`src/rtl/fx3_sf_pkg.sv`:
```
// Shared types for the FX3 slave-FIFO write controller: FSM states and socket addresses.
package fx3_sf_pkg;

    typedef enum logic [1:0] {
        IDLE     = 2'd0,
        WAIT_RDY = 2'd1,
        WRITE    = 2'd2,
        COMMIT   = 2'd3
    } fx3_sf_state_e;

    localparam logic [1:0] SOCKET_P0 = 2'b00;
    localparam logic [1:0] SOCKET_P1 = 2'b01;
    localparam logic [1:0] SOCKET_P2 = 2'b10;
    localparam logic [1:0] SOCKET_P3 = 2'b11;

endpackage

```
`src/rtl/fx3_sf_idle_timer.sv`:
```
// Idle-cycle counter for partial packets; tick asserts once IDLE_TO-1 idle cycles have elapsed.
module fx3_sf_idle_timer #(
    parameter int IDLE_TO = 256
) (
    input  logic PCLK,
    input  logic RESET_n,
    input  logic clear,
    input  logic enable,
    output logic tick
);

    localparam int TW = $clog2(IDLE_TO + 1);

    logic [TW-1:0] count;

    always_ff @(posedge PCLK) begin
        if (!RESET_n || clear) begin
            count <= '0;
        end else if (enable) begin
            count <= count + 1'b1;
        end
    end

    assign tick = (count == TW'(IDLE_TO - 1));

endmodule

```
`src/rtl/fx3_slave_fifo_write_ctrl.sv`:
```
// FX3 GPIF-II synchronous slave FIFO write master: paces source words onto DQ and
// commits full buffers implicitly and partial buffers with a PKTEND_n strobe.
module fx3_slave_fifo_write_ctrl
    import fx3_sf_pkg::*;
#(
    parameter int         DATA_W      = 32,
    parameter int         BURST_LEN   = 1024,
    parameter int         IDLE_TO     = 256,
    parameter logic [1:0] SOCKET_ADDR = SOCKET_P0
) (
    input  logic              PCLK,
    input  logic              RESET_n,
    input  logic              en,
    input  logic              flush,
    input  logic [DATA_W-1:0] src_data,
    input  logic              src_valid,
    output logic              src_ready,
    input  logic              FLAGA,
    input  logic              FLAGB,
    output logic              SLCS_n,
    output logic              SLWR_n,
    output logic              SLRD_n,
    output logic              SLOE_n,
    output logic              PKTEND_n,
    output logic [1:0]        A,
    output logic [DATA_W-1:0] DQ,
    output logic              busy,
    output logic [15:0]       pkt_cnt
);

    localparam int              CNT_W     = $clog2(BURST_LEN + 1);
    localparam logic [CNT_W-1:0] LAST_WORD = CNT_W'(BURST_LEN - 1);
    localparam logic [CNT_W-1:0] FULL_CNT  = CNT_W'(BURST_LEN);

    fx3_sf_state_e     state, state_nxt;
    logic [CNT_W-1:0]  word_cnt;
    logic              commit_pend;
    logic              accept, last_word, has_data, commit_req;
    logic              timer_clear, timer_en, timer_tick;
    logic              slcs_n_d, slwr_n_d, pktend_n_d;
    logic [DATA_W-1:0] dq_d;

    // A commit request that lands on an accept is held for one cycle so the word goes out first.
    assign src_ready  = (state == WRITE) & en & FLAGB & (word_cnt < FULL_CNT) & ~commit_pend;
    assign accept     = src_valid & src_ready;
    assign last_word  = (word_cnt == LAST_WORD);
    assign has_data   = (word_cnt != '0);
    assign commit_req = commit_pend | (has_data & (timer_tick | flush | ~en));

    assign busy   = (state != IDLE);
    assign SLRD_n = 1'b1;
    assign SLOE_n = 1'b1;
    assign A      = SOCKET_ADDR;

    assign timer_clear = accept | (state_nxt != WRITE);
    assign timer_en    = (state == WRITE) & has_data;

    fx3_sf_idle_timer #(
        .IDLE_TO (IDLE_TO)
    ) u_idle_timer (
        .PCLK    (PCLK),
        .RESET_n (RESET_n),
        .clear   (timer_clear),
        .enable  (timer_en),
        .tick    (timer_tick)
    );

    always_ff @(posedge PCLK) begin
        if (!RESET_n) begin
            state <= IDLE;
        end else begin
            state <= state_nxt;
        end
    end

    always_comb begin
        state_nxt = state;
        unique case (state)
            IDLE: begin
                if (en) state_nxt = WAIT_RDY;
            end
            WAIT_RDY: begin
                if (!en)       state_nxt = IDLE;
                else if (FLAGA) state_nxt = WRITE;
            end
            WRITE: begin
                // A full buffer commits itself; a coincident flush is dropped.
                if (accept && last_word)       state_nxt = WAIT_RDY;
                else if (accept)               state_nxt = WRITE;
                else if (commit_req)           state_nxt = COMMIT;
                else if (!has_data && !en)     state_nxt = IDLE;
            end
            COMMIT: begin
                state_nxt = en ? WAIT_RDY : IDLE;
            end
            default: state_nxt = IDLE;
        endcase
    end

    always_comb begin
        slcs_n_d   = (state_nxt == IDLE);
        slwr_n_d   = ~accept;
        pktend_n_d = (state_nxt != COMMIT);
        dq_d       = accept ? src_data : DQ;
    end

    always_ff @(posedge PCLK) begin
        if (!RESET_n) begin
            SLCS_n      <= 1'b1;
            SLWR_n      <= 1'b1;
            PKTEND_n    <= 1'b1;
            DQ          <= '0;
            word_cnt    <= '0;
            commit_pend <= 1'b0;
            pkt_cnt     <= '0;
        end else begin
            SLCS_n      <= slcs_n_d;
            SLWR_n      <= slwr_n_d;
            PKTEND_n    <= pktend_n_d;
            DQ          <= dq_d;
            commit_pend <= accept & ~last_word & commit_req;
            if (accept && last_word) begin
                word_cnt <= '0;
            end else if (accept) begin
                word_cnt <= word_cnt + 1'b1;
            end else if (state == COMMIT) begin
                word_cnt <= '0;
            end
            if ((accept && last_word) || (state == COMMIT)) begin
                pkt_cnt <= pkt_cnt + 16'd1;
            end
        end
    end

endmodule

```
`config.mk`:
```
export PLATFORM = sky130hd
export DESIGN_NAME = fx3_slave_fifo_write_ctrl
export DESIGN_NICKNAME = d
export VERILOG_FILES = /design/src/rtl/fx3_sf_pkg.sv /design/src/rtl/fx3_sf_idle_timer.sv /design/src/rtl/fx3_slave_fifo_write_ctrl.sv
export SDC_FILE = /design/constraint.sdc
export NUM_CORES = 1
export LEC_CHECK = 0
export ABC_CLOCK_PERIOD_IN_PS = 2500
export CORE_ASPECT_RATIO = 1.75
export CORE_MARGIN = 5
export CORE_UTILIZATION = 47
export DETAILED_ROUTE_END_ITERATION = 7
export GPL_ROUTABILITY_DRIVEN = 1
export GPL_TIMING_DRIVEN = 0
export PLACE_DENSITY = 0.88
export SLEW_MARGIN = 20
export SYNTH_ARGS = -nofsm -noshare
export SYNTH_HDL_FRONTEND = slang
export SYNTH_SLANG_ARGS = --single-unit
```
`constraint.sdc`:
```
create_clock -name PCLK -period 2.5 [get_ports PCLK]
set_input_delay 0.5 -clock PCLK [delete_from_list [all_inputs] [get_ports PCLK]]
set_output_delay 0.5 -clock PCLK [all_outputs]
set_load 0.05 [all_outputs]
```
-- Yosys cells after proc, flatten, opt, wreduce, memory -nomap -nowiden
Cells that the tools add are included.
- register bits: 74
- bits of input ports: 39
- output and inout bits: 57
- word-level logic and storage cells: 62
- add/sub/neg operators: 3
- magnitude comparators: 1
- equal/unequal tests: 7
- muxes and demuxes: 11
- bitwise logic cells: 18
- reduce and logical (&&, ||, !) cells: 13
- operators with widths (operator ; count):
    2-to-1 mux 11 bit ; 2
    adder 16 x 1 -> 16 bit, second input constant ; 1
    2-to-1 mux 2 bit ; 7
    adder 11 x 1 -> 11 bit, second input constant ; 1
    equality test 11 x 10 -> 1 bit, second input constant ; 1
    less-than comparator 11 bit, second input constant ; 1
    nonzero test 11 bit ; 1
    adder 9 x 1 -> 9 bit, second input constant ; 1
    AND 1 bit ; 9
    equality test 9 x 8 -> 1 bit, second input constant ; 1
    case mux 2 bit (4 select lines) ; 1
    inverter 1 bit ; 5
    equality test 2 bit, second input constant ; 2
    logical NOT 2 bit ; 2
    inequality test 2 bit, second input constant ; 2
    OR 1 bit ; 4
    nonzero test 2 bit ; 2
    logical NOT 1 bit ; 3
    equality test 2 x 1 -> 1 bit, second input constant ; 1
    logical AND 1 bit ; 2
    logical OR 1 bit ; 2
    OR reduction 2 bit ; 1
    2-to-1 mux 1 bit ; 1

-- Logic depth before layout (Yosys ltp)
Gate-level depths: netlist of run 1.
- word-level depth: 12
- depth in mapped cells: 9
- gate-level depth less buffers: 9

-- Modules after synthesis
A second synthesis of run 1 with hierarchy kept.
- cells, all modules: 384
- area, all modules: 3158.0 µm²
- modules (own cells, without submodules) (module ; times used ; cells an instance ; area each (µm²) ; sequential area each (µm²)):
    fx3_slave_fifo_write_ctrl ; 1 ; 339 ; 2755.1 ; 1301.2
    fx3_sf_idle_timer ; 1 ; 45 ; 402.9 ; 180.2

-- Least setup slack after synthesis of run 1
No wires, ideal clock.
- path kind: flip-flop to flip-flop
- from: register pkt_cnt[7]
- to: register pkt_cnt[14]
- library setup time: 0.070 ns
- arrival time: 1.872 ns
- required time: 2.430 ns
- path slack: 0.557 ns
- stages on the path, launching flop included: 6
- buffers on the path: 0
- period minus slack after synthesis: 1.943 ns
- cell sequence: dfxtp_1 -> and3_1 -> and3_1 -> nand3_1 -> or4_1 -> a21oi_1
- cells in the longest elaborated chain, start to end: 1
- RTL lines (what ; line ; RTL):
    start: declaration ; fx3_slave_fifo_write_ctrl.sv:28 ; output logic [15:0] pkt_cnt
    start signal: assignment ; fx3_slave_fifo_write_ctrl.sv:130 ; pkt_cnt <= pkt_cnt + 16'd1;
    adder 16 x 1 -> 16 bit ; fx3_slave_fifo_write_ctrl.sv:130 ;
Every way passes these cells.
A chain may end at the register's enable or synchronous reset.

-- Worst setup path after layout of run 1
- from: input en
- to: output src_ready
- cells in the longest elaborated chain, start to end: 4
- RTL lines (what ; line ; RTL):
    start: declaration ; fx3_slave_fifo_write_ctrl.sv:13 ; input logic en,
    AND 1 bit (4 in series) ; fx3_slave_fifo_write_ctrl.sv:44 ; assign src_ready = (state == WRITE) & en & FLAGB & (word_cnt < FULL_CNT) & ~commit_pend;
    end: declaration ; fx3_slave_fifo_write_ctrl.sv:17 ; output logic src_ready,
Every way passes these cells.

==> metrics.csv, run 1 <==
metric,value,unit
track_usage,20.2,%
drive_gt1_share,6.85,%
tightest_slew,0.653,ns
drc_errors,0,
grt_pass1_wl,13.6,mm
hold_class,register to register,
dieArea,8530,µm²
mostFrequentLayoutCell,clkdlybuf4s50_1,
synth-edff-count,0,
critPathKind,input port to output port,
cellLeakagePower,1.57,nW
worstPathMaxFanout,5,
port_buffers,90,
layout_common_cells,"clkdlybuf4s50_1, nand2_1, dfxtp_1",
synth_area_leaders,"dfxtp_1, nand2_1, a21oi_1",
h-tree-depth,3,
worst_ep_arrival_time,1.94,ns
clk_latency,0.34,ns
synth_top_area_share,46.9,%
switching_share,21.8,%
synth_cells,388,
utilization,68.2,%
cts_tree,yes,
routed_wl,8.46,mm
tns,0,ns
clock_power_share,47.7,%
ctsHoldBuffers,0,
async_flop_share,0,%
clock_path_buffers,2,
crit_path_max_incr_delay,0.54,ns
grt_start_max_net_pins,13,
min_period_over_period,97.7,%
switching_power,0.000549,W
worst_setup_path_end_kind,output port,
boundaryPins,96,
fp.dieH,118,µm
dr.pass1.iters,4,
finalWorstPathRequiredPeriod,2.44,ns
cts_buffers,9,
slew_headroom,56.2,%
clkTransAtPathRegs,0.06,ns
antenna_cells,0,
cp_data_required_time,2.00,ns
ys.flop_type,dfxtp_1,
setup_viol,0,
cts_num_sinks,74,
synth_cell_types,49,
synth-seq-area-share,46.9,%
intPower,0.00197,W
yosysWarningCount,0,
antenna_found_initial,0,
num_vias,3082,
syn_area_per_cell,8.15,µm²
vdd_ir_drop_max,0.000630,V
syn-cell-area,3160,µm²
p_comb_share,5.2,%
final-max-slew-violation-count,0,
viasPerCell,5.33,
start_util,48.3,%
dp_hpwl,6.24,mm
status,finished clean,
cts_setup_buffers,0,
num_rows,39,
core,6540,µm²
fin_nets,535,
drtIter0Drc,211,
finalPower,0.00252,W
path_cells,"clkdlybuf4s50_1, nand4bb_1, nor2_1, clkdlybuf4s15_2",
syn_to_final_growth,41.1,%
rsz0062_at_grt,no,
finalClockSkew,0.00678,ns
drtAntennaViolNets,0,
cp-start-kind,input port,
max_freq,409,MHz
yosysTopAreaCell,dfxtp_1,
cts_root_buf,clkbuf_16,
grt_overflow,0,
slowest_stage,clkdlybuf4s50_1,
seqPwrFrac,47.1,%
place_congestion,0.923,
cap_violations,0,
avgRoutedWirePerCell,14.6,µm
grt_pass1_vias,2920,
p_per_area,565,nW/µm²
final_hold_viol_count,0,
synth-seq-cells,74,
dieWidth,72.0,µm
==> state kept, by name, summed over array words and instances, names as in the netlist <==
name / cells
commit_pend: 1
PKTEND_n: 1
DQ: 32
SLWR_n: 1
u_idle_timer.count: 9
pkt_cnt: 16
word_cnt: 11
state: 2
SLCS_n: 1
==> through the flow <==
step | worst slack [ns] | hold slack, ns | std cells | instance area, µm²
floorplan | 0.557 | 0.466 | 390 | 3170
global placement | -0.290 | 0.441 | 562 | 4170
detailed placement | -0.311 | 0.446 | 562 | 4170
CTS | 0.0771 | 0.457 | 578 | 4450
global route | 0.0183 | 0.471 | 578 | 4460
finish | 0.0580 | 0.454 | 578 | 4460
==> layer usage <==
metal  vias to the layer above  share of wire, %  track usage (%)
met3                        22               5.3             5.86
met5                         -                 0                0
met4                         0               3.5             10.5
li1                       1544                 -                -
met2                        81                53             35.7
met1                      1435                39             21.2
==> cell usage after synthesis, types with 2 or more instances <==
master / n
nand3b_1: 2
buf_4: 4
o21ai_1: 7
dfxtp_1: 74
a311oi_1: 2
or3_1: 10
nand2_1: 86
mux2i_1: 3
nor2_1: 25
nand3_1: 11
nand2b_1: 2
nor4_1: 5
a21oi_1: 51
or4_1: 3
inv_1: 9
xor2_1: 8
o31ai_1: 3
xnor2_1: 3
nor3_1: 5
nand4_1: 8
buf_2: 5
clkbuf_1: 14
conb_1: 2
ha_1: 5
o21ai_0: 6
and3_1: 8
a31oi_1: 3
o211a_1: 3
==> path summary, 6_finish.rpt <==
kind,start,end,slack (ns),cells past startpoint
min,DQ[28],DQ[28],0.45,2
max,en,src_ready,0.06,4
max reg2reg,word_cnt[0],pkt_cnt[15],0.43,6
min reg2reg,DQ[28],DQ[28],0.45,2
==> worst max-delay path, delay by kind of cell <==
family | cells | cell delay (ns)
buf+inv | 2 | 0.93
simple gates | 2 | 0.50
==> power by group through the flow <==
| stage | clock [W] | combinational (W) | sequential (W) |
|---|---|---|---|
| 6_report | 0.00120 | 0.000132 | 0.00119 |
| 3_5_place_dp | 0 | 0.000131 | 0.00121 |
| 2_1_floorplan | 0 | 0.0000491 | 0.00122 |
| 3_3_place_gp | 0 | 0.000130 | 0.00121 |
| 4_1_cts | 0.00121 | 0.000132 | 0.00119 |
| 5_1_grt | 0.00127 | 0.000140 | 0.00118 |
==> cell type report <==
| class | count | area (µm²) |
|---|---|---|
| inverter | 9 | 33.8 |
| tap | 82 | 103 |
| fill | 565 | 2080 |
| sequential | 74 | 1480 |
| timing repair buffer | 90 | 902 |
| buffer | 23 | 108 |
| clock buffer | 11 | 253 |
| multi-input combinational | 284 | 1550 |
| clock inverter | 5 | 28.8 |
==> logic make-up after synthesis <==
logic type	share of synthesized area, %
compound gates	15.6
xor+xnor	3.05
fa+ha+maj	1.98
buf+inv	4.47
flops	46.9
mux	0.950
other cells	0.238
simple gates	26.8
==> repair_timing <==
action / in CTS / in global routing
gates resized for setup: 3 / 1
pin swaps: 0 / 0
setup endpoints to repair: 1 / 2
endpoints found under the hold margin: 0 / 0
(Power assumes the default switching activity.)
==> run 2, diff against run 1 <==
--- a/config.mk
+++ b/config.mk
@@ -5,7 +5,7 @@
 export SDC_FILE = /design/constraint.sdc
 export NUM_CORES = 1
 export LEC_CHECK = 0
-export ABC_CLOCK_PERIOD_IN_PS = 2500
+export ABC_CLOCK_PERIOD_IN_PS = 2450
 export CORE_ASPECT_RATIO = 1.75
 export CORE_MARGIN = 5
 export CORE_UTILIZATION = 47
==> constraint.sdc (replaced) <==
create_clock -name PCLK -period 2.45 [get_ports PCLK]
set_input_delay 0.49 -clock PCLK [delete_from_list [all_inputs] [get_ports PCLK]]
set_output_delay 0.49 -clock PCLK [all_outputs]
set_load 0.05 [all_outputs]
==> results of run 2 <==
The final DEF is identical to that of run 1. Status: finished clean.
Main changes from that run: setup slack after placement -0.311 ns -> -0.341 ns; setup slack after layout 0.0580 ns -> 0.0280 ns; register-to-register setup slack 0.43 ns -> 0.38 ns; total power 0.00252 W -> 0.00257 W; worst IR drop on VDD 0.000630 V -> 0.000642 V
